--- config.mk ---
export PLATFORM = sky130hd
export DESIGN_NAME = shift_chain_bist
export DESIGN_NICKNAME = d
export VERILOG_FILES = /design/src/rtl/chain_pkg.sv /design/src/rtl/prbs7_gen.sv /design/src/rtl/shift_chain_bist.sv
export SDC_FILE = /design/constraint.sdc
export NUM_CORES = 1
export LEC_CHECK = 0
export ABC_CLOCK_PERIOD_IN_PS = 4850
export CAP_MARGIN = 20
export CORE_ASPECT_RATIO = 0.8
export CORE_UTILIZATION = 60
export CTS_BUF_LIST = sky130_fd_sc_hd__clkbuf_16
export DETAILED_ROUTE_END_ITERATION = 8
export DONT_BUFFER_PORTS = 1
export GPL_TIMING_DRIVEN = 0
export PLACE_DENSITY = 0.86
export SKIP_LAST_GASP = 1
export SYNTH_ARGS = -nofsm -noshare
export SYNTH_HDL_FRONTEND = slang
export SYNTH_SLANG_ARGS = --single-unit
export TNS_END_PERCENT = 5
--- constraint.sdc ---
create_clock -name clk -period 4.85 [get_ports clk]
set_input_delay 0.485 -clock clk [delete_from_list [all_inputs] [get_ports clk]]
set_output_delay 0.485 -clock clk [all_outputs]
set_load 0.03 [all_outputs]
--- src/rtl/chain_pkg.sv ---
// Shared definitions for the shift-chain BIST: state encoding, PRBS7 polynomial,
// default chain depth and the replacement used for an all-zero seed.
package chain_pkg;

  typedef enum logic [1:0] {
    ST_IDLE  = 2'd0,
    ST_FILL  = 2'd1,
    ST_CHECK = 2'd2,
    ST_DONE  = 2'd3
  } state_t;

  // x^7 + x^6 + 1: feedback taps on bits 6 and 5
  localparam logic [6:0] PRBS7_TAPS       = 7'b110_0000;
  localparam int         DEFAULT_LENGTH   = 256;
  localparam logic [6:0] SEED_REPLACEMENT = 7'h01;

  // One PRBS7 step: shift left, feed the tap parity into bit 0
  function automatic logic [6:0] prbs7_next(input logic [6:0] s);
    return {s[5:0], ^(s & PRBS7_TAPS)};
  endfunction

endpackage

--- src/rtl/prbs7_gen.sv ---
// PRBS7 generator with seed load; the output bit is the MSB of the state.
// An all-zero seed would lock the LFSR, so it is replaced on load.
module prbs7_gen
  import chain_pkg::*;
(
  input  logic       clk,
  input  logic       rst_n,
  input  logic       load,
  input  logic [6:0] seed,
  input  logic       advance,
  output logic       prbs_bit
);

  logic [6:0] state_q;

  // LFSR register: load has priority over advance
  always_ff @(posedge clk or negedge rst_n) begin
    if (!rst_n) begin
      state_q <= SEED_REPLACEMENT;
    end else if (load) begin
      state_q <= (seed == 7'h00) ? SEED_REPLACEMENT : seed;
    end else if (advance) begin
      state_q <= prbs7_next(state_q);
    end
  end

  assign prbs_bit = state_q[6];

endmodule

--- src/rtl/shift_chain_bist.sv ---
// BIST driver/checker for a serial shift-register delay chain. A generator LFSR
// drives the chain; a second LFSR started from the same seed but only advanced
// once data returns predicts the chain output bit by bit.
module shift_chain_bist
  import chain_pkg::*;
#(
  parameter int LENGTH    = DEFAULT_LENGTH,
  parameter int EXTRA_LAT = 0,
  parameter int CNT_W     = 16
) (
  input  logic             clk,
  input  logic             rst_n,
  input  logic             start,
  input  logic [6:0]       seed,
  input  logic [CNT_W-1:0] test_len,
  input  logic             inject_err,
  input  logic             chain_dout,
  output logic             chain_din,
  output logic             chain_clken,
  output logic             busy,
  output logic             done,
  output logic             pass,
  output logic [7:0]       err_count,
  output logic [CNT_W-1:0] first_err_idx
);

  // FILL must push a full chain depth plus any return-path registers before
  // the first returned bit is meaningful
  localparam int               FILL_CYCLES = LENGTH + EXTRA_LAT;
  localparam logic [CNT_W-1:0] FILL_LAST   = CNT_W'(FILL_CYCLES - 1);

  state_t           state_q, state_d;
  logic [CNT_W-1:0] cnt_q;
  logic [CNT_W-1:0] len_q;
  logic             load;
  logic             gen_adv;
  logic             chk_adv;
  logic             gen_bit;
  logic             chk_bit;

  prbs7_gen u_gen (
    .clk      (clk),
    .rst_n    (rst_n),
    .load     (load),
    .seed     (seed),
    .advance  (gen_adv),
    .prbs_bit (gen_bit)
  );

  prbs7_gen u_chk (
    .clk      (clk),
    .rst_n    (rst_n),
    .load     (load),
    .seed     (seed),
    .advance  (chk_adv),
    .prbs_bit (chk_bit)
  );

  // State register
  always_ff @(posedge clk or negedge rst_n) begin
    if (!rst_n) begin
      state_q <= ST_IDLE;
    end else begin
      state_q <= state_d;
    end
  end

  // Next-state decode and LFSR control
  always_comb begin
    state_d = state_q;
    load    = 1'b0;
    gen_adv = 1'b0;
    chk_adv = 1'b0;
    case (state_q)
      ST_IDLE: begin
        if (start) begin
          load    = 1'b1;
          state_d = ST_FILL;
        end
      end
      ST_FILL: begin
        gen_adv = 1'b1;
        if (cnt_q == FILL_LAST) begin
          state_d = (len_q == '0) ? ST_DONE : ST_CHECK;
        end
      end
      ST_CHECK: begin
        gen_adv = 1'b1;
        chk_adv = 1'b1;
        if (cnt_q == len_q - CNT_W'(1)) begin
          state_d = ST_DONE;
        end
      end
      ST_DONE: begin
        state_d = ST_IDLE;
      end
      default: begin
        state_d = ST_IDLE;
      end
    endcase
  end

  // Bit counter, compare bookkeeping and the registered done/pass result
  always_ff @(posedge clk or negedge rst_n) begin
    if (!rst_n) begin
      cnt_q         <= '0;
      len_q         <= '0;
      err_count     <= 8'h00;
      first_err_idx <= '1;
      pass          <= 1'b0;
      done          <= 1'b0;
    end else begin
      done <= 1'b0;
      case (state_q)
        ST_IDLE: begin
          if (start) begin
            cnt_q         <= '0;
            len_q         <= test_len;
            err_count     <= 8'h00;
            first_err_idx <= '1;
            pass          <= 1'b0;
          end
        end
        ST_FILL: begin
          cnt_q <= (cnt_q == FILL_LAST) ? '0 : cnt_q + CNT_W'(1);
        end
        ST_CHECK: begin
          cnt_q <= cnt_q + CNT_W'(1);
          if (chain_dout != chk_bit) begin
            if (err_count != 8'hFF) begin
              err_count <= err_count + 8'd1;
            end
            if (err_count == 8'h00) begin
              first_err_idx <= cnt_q;
            end
          end
        end
        ST_DONE: begin
          done <= 1'b1;
          pass <= (err_count == 8'h00);
        end
        default: begin
          cnt_q <= '0;
        end
      endcase
    end
  end

  assign busy        = (state_q == ST_FILL) || (state_q == ST_CHECK);
  assign chain_clken = busy;
  assign chain_din   = busy & (gen_bit ^ inject_err);

endmodule

==> reports/results.ini <==
[critical_path]
crit_chain = inv_1 > ha_1 > nor2b_1 > clkbuf_1 > nand3b_1 > xnor2_1 > a2111oi_0 > nand4_1 > o31ai_4 > mux2_4
required_ps = 5080
cp.arrival_ps = 2960
start_kind = flop
reg2reg_slack_ps = 2120
cp_max_fo = 7
slowest_stage = a2111oi_0
path_class = flop to flop
timing.rr.start = len_q[0]$_DFFE_PN0P_
cpPeakStageDelay_ps = 440
setup.worst_path.end_class = flop
r2r_cells = 10
r2r_end = state_q[0]$_DFFE_PN0P_

[cts]
cts_tree = built
cts_resized = 0
cts_buffers = 9
clock-sinks = 74
clk_latency_ps = 340
clkTransAtPathRegs_ps = 60
cts_htree_levels = 3
cts-root-buf = clkbuf_16
clockBufferDepth = 2

[synthesis]
synth_ff_type = dfrtp_1
synth_fp_nets = 457
synth_compound_area_share_pct = 14.43
netlist_instances = 421
async_reset_ff_share_pct = 100.0
synthDistinctLibCells = 51
yosysWarningCount = 0
synth_edf_count = 0
netlist_area_mm2 = 0.004006
synth_simple_gate_area_share_pct = 17.33
ys_seq_elements = 74
synthAdderAreaFrac_pct = 2.498
ys_seq_area_share_pct = 46.78
muxShareOfSynthArea_pct = 8.901
synth_xor_area_share_pct = 6.340
syn_avg_cell_area_um2 = 9.516
synth_top_family_by_area = simple AND/OR/NAND/NOR gates

[timing]
skew_ps = 9.221
whs_ps = 33.87
clock.fmax_ghz = 0.3659
finalSetupTns_ps = 0
rsz0062_at_grt = false
worst_slew_pin_slew_ps = 634.1
fin_crit_sh_pct = 56.36
period_needed_ps = 2733
relSlewSlack_pct = 57.72
finalHoldViolCount = 0
fin_ws_ps = 2117
slew_viol_final = 0
report.final.setup_viol = 0

[finish]
finalInstanceArea_mm2 = 0.004477
fin_nets = 469
post-route-util_pct = 69.86
syn2layout_area_growth_pct = 11.74
drive_above_1_share_pct = 15.75
num_antenna_cells = 0

[drt]
num_vias = 3181
post-route-drc-count = 0
ant_nets = 0
drt-total-wl_um = 8984
drt_pass1_iterations = 5
detailedRoute.firstIterationViolations = 280
wl_per_cell_um = 17.21
via_per_inst = 6.094

[place]
dp_worst_setup_slack_ps = 2091
place_congestion = 0.8560
hpwl_um = 6186
dpl_cell_area_mm2 = 0.004111
numPortBuffers = 0

[floorplan]
die_h_um = 75.09
start_util_pct = 62.51
rows = 26
fp.dieArea_mm2 = 0.007010
core_area_mm2 = 0.006409
die_w_um = 93.36
io_pins = 57

[power_and_ir_drop]
p_sw_uw = 475.6
p_seq_share_pct = 49.5
swShare_pct = 28.64
combPwrFrac_pct = 6.0
power_density_mw_per_mm2 = 370.9
peakVddDrop_v = 0.0002534
p_int_uw = 1185
pwr-share-clk_pct = 44.4
leakagePower_uw = 0.001985

[grt]
grt_util_all_layers_pct = 27.45
grt_pass1_wl_um = 14680
overflow = 0
first_global_vias = 3062
antenna_found_initial = 0
grt_max_degree = 75

[flow_run]
maxCapViolations = 0

[hold_path]
hold_path_class = input pin to asynchronous set/reset pin

[run_status]
status = completed

[state kept, by name, summed over array words and instances (netlist names)]
signal         flops
first_err_idx     16
cnt_q             16
len_q             16
pass               1
u_gen.state_q      7
state_q            2
u_chk.state_q      7
err_count          8
done               1
[power by group through the flow]
stage | Combinational (uW) | Sequential (uW) | Clock [uW]
after global routing | 120 | 832 | 772
after CTS | 102 | 823 | 742
final | 100 | 823 | 738
after detailed placement | 87.5 | 834 | 0
after floorplan | 72.6 | 819 | 0
after global placement | 83.5 | 831 | 0
[worst max-delay path: cells and delay by family, from the launching register on]
| family | cells | cell delay, ps |
|---|---|---|
| compound gates | 2 | 730 |
| fa+ha+maj | 1 | 150 |
| simple gates | 3 | 490 |
| buf+inv | 2 | 360 |
| mux | 1 | 330 |
| xor+xnor | 1 | 140 |
| flops | 1 | 420 |
[worst max path at each step]
| stage | start | to | slack [ps] | depth (start not counted) |
|---|---|---|---|---|
| CTS | len_q[0]$_DFFE_PN0P_ | state_q[0]$_DFFE_PN0P_ | 2080 | 10 |
| global route | len_q[0]$_DFFE_PN0P_ | state_q[0]$_DFFE_PN0P_ | 1960 | 10 |
| floorplan | len_q[0]$_DFFE_PN0P_ | state_q[0]$_DFFE_PN0P_ | 2490 | 10 |
| global placement | len_q[0]$_DFFE_PN0P_ | state_q[0]$_DFFE_PN0P_ | 2200 | 10 |
| finish | len_q[0]$_DFFE_PN0P_ | state_q[0]$_DFFE_PN0P_ | 2120 | 10 |
| detailed placement | len_q[0]$_DFFE_PN0P_ | state_q[0]$_DFFE_PN0P_ | 2090 | 10 |
[what timing repair did]
item | 4_1_cts | 5_1_grt
hold buffers | 1 | 0
buffers inserted | 0 | 0
endpoints found under the hold margin | 74 | 0
[cell type report]
class                           instances  area, um2
Buffer                                 25      107.6
Clock buffer                           11      275.3
Clock inverter                          5      62.56
Fill cell                             443       1932
Inverter                               11      41.29
Multi-Input combinational cell        311       1983
Sequential cell                        74       1874
Tap cell                               84      105.1
Timing Repair Buffer                    1      27.53
[synthesized netlist by cell type, types with 2 or more instances]
master	instances	area, um2
a211oi_1	2	15.01
a21o_1	2	15.01
a21oi_1	16	80.08
a22o_1	2	17.52
a31oi_1	4	25.02
and2_1	2	12.51
and3_1	9	56.30
buf_2	5	25.02
buf_4	2	15.01
clkbuf_1	17	63.81
dfrtp_1	56	1401
dfstp_2	18	473.0
ha_1	8	100.1
inv_1	11	41.29
mux2_2	17	191.4
mux2i_1	15	150.1
nand2_1	49	183.9
nand3_1	9	45.04
nand3b_1	4	30.03
nand4_1	6	37.54
nand4b_1	2	17.52
nor2_1	41	153.9
nor2b_1	3	18.77
nor3_1	2	10.01
nor4_1	7	43.79
o211ai_1	2	15.01
o21ai_0	53	265.3
o21ai_1	2	10.01
o31ai_1	6	45.04
xnor2_1	21	183.9
xor2_1	8	70.07
[kinds of logic (layout without fill, tap and decap cells)]
logic type / Yosys count / count (layout)
compound gates: 98 / 98
xor+xnor: 29 / 29
fa+ha+maj: 8 / 8
buf+inv: 36 / 53
flops: 74 / 74
mux: 33 / 33
simple gates: 143 / 143
[routing by layer]
layer	track usage (%)	vias to the layer above	part of all wire, %
li1	-	1507	-
met1	35.90	1533	44
met2	44.44	128	48
met3	6.869	13	6.3
met4	11.28	0	1.6
met5	0	-	0
[layout by cell type, fill, tap and decap left out, types with 8 or more instances in the layout]
cell type	count
xor2_1	8
ha_1	8
o21ai_0	53
xnor2_1	21
dfstp_2	18
mux2_2	17
inv_1	11
dfrtp_1	56
nand3_1	9
nor2_1	41
clkbuf_1	17
a21oi_1	16
mux2i_1	15
and3_1	9
clkbuf_16	11
nand2_1	49
[stage by stage]
stage          instances  total power, uW
2_1_floorplan        421            891.1
5_1_grt              522             1725
4_1_cts              522             1668
6_report             522             1661
3_5_place_dp         505            921.3
3_3_place_gp         505            914.8
No activity file was read; power rests on OpenSTA's default activity.
